### config.mk
export PLATFORM = sky130hd
export DESIGN_NAME = dec_rr_arbiter
export DESIGN_NICKNAME = d
export VERILOG_FILES = /design/src/rtl/dec_rr_arbiter_pkg.sv /design/src/rtl/dec_rr_arbiter_rr_pick.sv /design/src/rtl/dec_rr_arbiter.sv
export SDC_FILE = /design/constraint.sdc
export NUM_CORES = 1
export LEC_CHECK = 0
export CAP_MARGIN = 5
export CORE_MARGIN = 2
export CORE_UTILIZATION = 55
export DETAILED_ROUTE_END_ITERATION = 6
export PLACE_DENSITY = 0.79
export RECOVER_POWER = 25
export SLEW_MARGIN = 5
export SYNTH_ARGS = -nofsm -noshare
export SYNTH_HDL_FRONTEND = slang
export SYNTH_SLANG_ARGS = --single-unit
### constraint.sdc
create_clock -name clk -period 9.58 [get_ports clk]
set_input_delay 2.395 -clock clk [delete_from_list [all_inputs] [get_ports clk]]
set_output_delay 2.395 -clock clk [all_outputs]
set_load 0.02 [all_outputs]
### src/rtl/dec_rr_arbiter_pkg.sv
// Shared definitions for the round-robin decoder arbiter.
// Holds the state encoding, requester count, index width and the one-hot helper.
package dec_rr_arbiter_pkg;

    localparam int N_REQ = 8;
    localparam int IDX_W = 3;

    typedef enum logic {
        ST_IDLE  = 1'b0,
        ST_GRANT = 1'b1
    } state_t;

    function automatic logic [N_REQ-1:0] idx_to_onehot(input logic [IDX_W-1:0] idx);
        return (N_REQ)'(1) << idx;
    endfunction

endpackage

### src/rtl/dec_rr_arbiter_rr_pick.sv
// Combinational circular first-one search: first set bit of (req & mask)
// visiting ptr, ptr+1, ... ptr+7 modulo 8.
module rr_pick
    import dec_rr_arbiter_pkg::*;
(
    input  logic [N_REQ-1:0] req,
    input  logic [N_REQ-1:0] mask,
    input  logic [IDX_W-1:0] ptr,
    output logic [IDX_W-1:0] idx,
    output logic             valid
);

    logic [N_REQ-1:0] w_cand;
    logic [IDX_W-1:0] w_pos;

    assign w_cand = req & mask;

    // Walk offsets from farthest to nearest so the nearest hit is assigned last.
    always_comb begin
        idx   = '0;
        valid = 1'b0;
        w_pos = '0;
        for (int k = N_REQ - 1; k >= 0; k--) begin
            w_pos = ptr + IDX_W'(k);
            if (w_cand[w_pos]) begin
                idx   = w_pos;
                valid = 1'b1;
            end
        end
    end

endmodule

### src/rtl/dec_rr_arbiter.sv
// Round-robin arbiter driving a 3-to-8 decoder select/enable with registered one-hot grant.
// Optional per-owner hold timeout enabled by defining DEC_ARB_TIMEOUT_EN.
module dec_rr_arbiter
    import dec_rr_arbiter_pkg::*;
#(
    parameter int HOLD_MAX = 15
) (
    input  logic             clk,
    input  logic             rst,
    input  logic [N_REQ-1:0] req,
    input  logic             done,
    output logic [IDX_W-1:0] S,
    output logic             E,
    output logic [N_REQ-1:0] gnt,
    output logic             busy
);

    state_t           r_state;
    state_t           w_state_nxt;
    logic [IDX_W-1:0] r_ptr;
    logic [IDX_W-1:0] r_sel;
    logic             r_en;
    logic [N_REQ-1:0] r_gnt;

    logic [N_REQ-1:0] w_mask;
    logic [IDX_W-1:0] w_idx;
    logic             w_valid;
    logic             w_release;
    logic             w_timeout;
    logic             w_load;

`ifdef DEC_ARB_TIMEOUT_EN
    localparam logic [3:0] HOLD_LAST = 4'(HOLD_MAX - 1);
    logic [3:0] r_hold;

    // r_hold counts completed grant cycles, so the current cycle is r_hold+1.
    assign w_timeout = (r_hold == HOLD_LAST);

    always_ff @(posedge clk or posedge rst) begin
        if (rst) begin
            r_hold <= '0;
        end else if (w_load) begin
            r_hold <= '0;
        end else if (r_state == ST_GRANT) begin
            r_hold <= r_hold + 4'd1;
        end
    end
`else
    assign w_timeout = 1'b0;
`endif

    assign w_release = done | ~req[r_sel] | w_timeout;

    rr_pick u_pick (
        .req   (req),
        .mask  (w_mask),
        .ptr   (r_ptr),
        .idx   (w_idx),
        .valid (w_valid)
    );

    // The releasing owner is masked out so a back-to-back handoff never re-picks it.
    always_comb begin
        w_state_nxt = r_state;
        w_mask      = '1;
        w_load      = 1'b0;
        case (r_state)
            ST_IDLE: begin
                if (w_valid) begin
                    w_load      = 1'b1;
                    w_state_nxt = ST_GRANT;
                end
            end
            ST_GRANT: begin
                w_mask = ~idx_to_onehot(r_sel);
                if (w_release) begin
                    if (w_valid) begin
                        w_load = 1'b1;
                    end else begin
                        w_state_nxt = ST_IDLE;
                    end
                end
            end
            default: w_state_nxt = ST_IDLE;
        endcase
    end

    always_ff @(posedge clk or posedge rst) begin
        if (rst) begin
            r_state <= ST_IDLE;
            r_ptr   <= '0;
            r_sel   <= '0;
            r_en    <= 1'b0;
            r_gnt   <= '0;
        end else begin
            r_state <= w_state_nxt;
            if (w_load) begin
                r_sel <= w_idx;
                r_ptr <= w_idx + IDX_W'(1);
                r_en  <= 1'b1;
                r_gnt <= idx_to_onehot(w_idx);
            end else if (w_state_nxt == ST_IDLE) begin
                r_en  <= 1'b0;
                r_gnt <= '0;
            end
        end
    end

    assign S    = r_sel;
    assign E    = r_en;
    assign gnt  = r_gnt;
    assign busy = (r_state == ST_GRANT);

endmodule

==> Flow_metrics.wiki <==
{| class="wikitable"
! Metric !! Value
|-
| Number of buffers on the longest clock path || 2
|-
| Worst-path maximum fanout || 8
|-
| Clock latency on the worst-skew pair || 0.28 ns
|-
| Antenna violation net count after detailed routing || 0
|-
| Count of hold-fix buffers inserted at cts || 0
|-
| TritonCTS Buffers || 3
|-
| Port Buf Inserts || 23
|-
| Non-Filler Cell Area, Final || 2110 µm²
|-
| Pre-CTS worst setup slack || 4.01 ns
|-
| DR vias || 1823
|-
| Net total in the final layout || 253
|-
| Final-layout setup total negative slack || 0 ns
|-
| Wire length after detailed routing || 4710 µm
|-
| PnR worst setup slack || 4.22 ns
|-
| Post-synthesis cell count || 224
|-
| Post-CTS setup repair buffer count || 0
|-
| Placed cell count || 278
|-
| Sinks on the clock net || 16
|-
| Number of inserted filler cells in the final layout || 303
|-
| H-tree depth reported by CTS || 1
|-
| Die Ht || 62.4 µm
|-
| Fraction of final layout cells sized beyond drive strength 1 || 0.119
|-
| Wire length per cell || 16.7 µm
|-
| DRC marker count from the first detailed-route iteration || 181
|-
| Post-synthesis average cell area || 8.36 µm²
|-
| Overflow left after global routing || 0
|-
| Cts repair resizes || 0
|-
| Startpoint type of the worst setup path || input port
|-
| Fin crit share || 0.559
|-
| GR Util All Layers || 0.246
|-
| Post-layout instance count excluding filler cells || 282
|-
| Ranking of synthesized cells by instance count || nand2_1 (24), nor2_1 (23), dfrtp_1 (16)
|-
| Overall die area || 3890 µm²
|-
| Area of the multi-input gates || 1330 µm²
|-
| Final Wtd Congestion || 0.904
|-
| Minimum setup slack among reg-to-reg paths || 5.65 ns
|-
| Pin count of the biggest net entering global routing || 28
|-
| Path class of the lowest-slack min-delay path || flip-flop to flip-flop
|-
| Top cell type by total area after synthesis || dfrtp_1
|-
| Count of pins over their slew limit || 0
|-
| Half-perimeter wire length of the detailed placement result || 3440 µm
|-
| Number of synthesized flops with an enable pin || 0
|-
| Number of global-route vias before repair || 1668
|-
| Endpoints failing setup || 0
|-
| Sequential cell area || 400 µm²
|-
| Flip-flop and latch count after synthesis || 16
|-
| Post-layout minimum cycle time || 5.36 ns
|-
| Result of the run || finished clean
|-
| Primary flip-flop cell chosen by synthesis mapping || dfrtp_1
|-
| Arrival time of the worst setup path || 5.51 ns
|-
| Clock slew at reported path FFs || 0.09 ns
|-
| Cell with the most instances after synthesis || nand2_1
|-
| RSZ-0062 raised after global routing || no
|-
| Clock Skew || 0.00496 ns
|-
| Post-synthesis sequential area ratio || 0.214
|-
| Root buffer cell || clkbuf_4
|-
| Warnings from Yosys || 0
|-
| Netlist area before placement || 1870 µm²
|-
| Post-synth cell types || 62
|-
| Antenna violations before repair || 0
|-
| Initial core utilization || 0.566
|-
| Area of the core || 3310 µm²
|-
| Max Cap Viol || 0
|-
| Highest Clock Rate || 187 MHz
|-
| Vias per cell || 6.46
|-
| Number of antenna repair diodes || 0
|-
| Top cell type's share of synthesized area || 0.214
|-
| Die X-Extent || 62.4 µm
|-
| Element type at the critical path end || flip-flop
|-
| Class of the most critical setup path || input port to flip-flop
|-
| DRC viols || 0
|-
| First-pass GRT wire length || 7920 µm
|-
| Share of flip-flops with an asynchronous set or reset after synthesis || 1.00
|-
| Site row count || 21
|-
| Clock tree from TritonCTS || done
|-
| Required time worst endpoint || 9.73 ns
|-
| IO Count || 24
|-
| Total iterations of the first detailed-routing run || 5
|-
| Synth-to-layout area growth || 12.7%
|-
| Transition time of the tightest slew-check pin || 1.13 ns
|-
| Number of hold violations in the final report || 0
|-
| Post-placement cell area || 2070 µm²
|-
| Synth area leaders || dfrtp_1 (21%), mux4_2 (4.8%), nand2_1 (4.8%), nor2_1 (4.6%), mux2i_1 (3.7%)
|-
| Total nets after synthesis || 240
|-
| Headroom to the max-slew limit || 0.244
|}
## worst paths after layout
kind,cells after the start,from,end
worst min register to register,2,gnt[7],gnt[7]
worst max register to register,11,r_ptr[0],r_ptr[2]
min in group asynchronous,2,rst,gnt[2]
max in group asynchronous,2,rst,S[1]
worst max-delay path,12,req[0],r_ptr[2]
worst min-delay path,2,gnt[7],gnt[7]
## through the flow
| step | hold WS [ns] | util |
|---|---|---|
| 5_1_grt | 0.498 | 0.638 |
| 2_1_floorplan | 0.582 | - |
| 3_5_place_dp | 0.457 | 0.627 |
| 6_report | 0.475 | 0.638 |
| 4_1_cts | 0.479 | 0.638 |
| 3_3_place_gp | 0.454 | 0.627 |
## critical path, stage by stage
cell	delay (ns)
clkdlybuf4s50_1	0.50
inv_1	0.07
o32ai_1	0.95
mux4_2	0.50
inv_1	0.04
a21boi_0	0.17
o221ai_1	0.16
nand3_2	0.22
nor2_1	0.07
ha_1	0.28
nand2_1	0.05
o21ai_0	0.08
## sequential cells by signal (all words and copies together) (netlist names)
name   flops
busy       1
r_ptr      3
E          1
gnt        8
S          3
## placed cells by master, fill, tap and decap left out, drive strengths merged, types with 4 or more instances in the layout
cell type	n
mux4	4
mux2	5
dfrtp	16
mux2i	7
a21oi	11
o21ai	8
nand2b	4
nand3	8
nand2	24
a21o	5
a22oi	7
clkbuf	4
clkdlybuf4s50	22
nor2	23
o221ai	6
inv	14
o32ai	7
ha	5
## metal layers
metal  part of all wire  global-route usage
met1               0.47               0.338
met2               0.47               0.413
met5                  0                   0
met4              0.012              0.0806
met3              0.053              0.0199
## logic make-up after synthesis
family / after synthesis / share of synthesized area
and+or+nand+nor: 83 / 0.236
buffers and inverters: 29 / 0.0741
AOI/OAI and AO/OA: 71 / 0.308
muxes: 16 / 0.116
xor gates and xnor gates: 4 / 0.0187
DFF: 16 / 0.214
adders and majority gates: 5 / 0.0334
## area by class of cell
type,instances,area share
Sequential cell,16,0.190
Clock buffer,4,0.0172
Tap cell,46,0.0273
Inverter,14,0.0249
Multi-Input combinational cell,179,0.632
Timing Repair Buffer,23,0.109
Power is not shown: default switching activity piles up to over one toggle a cycle in this logic, so the estimate is an artifact.
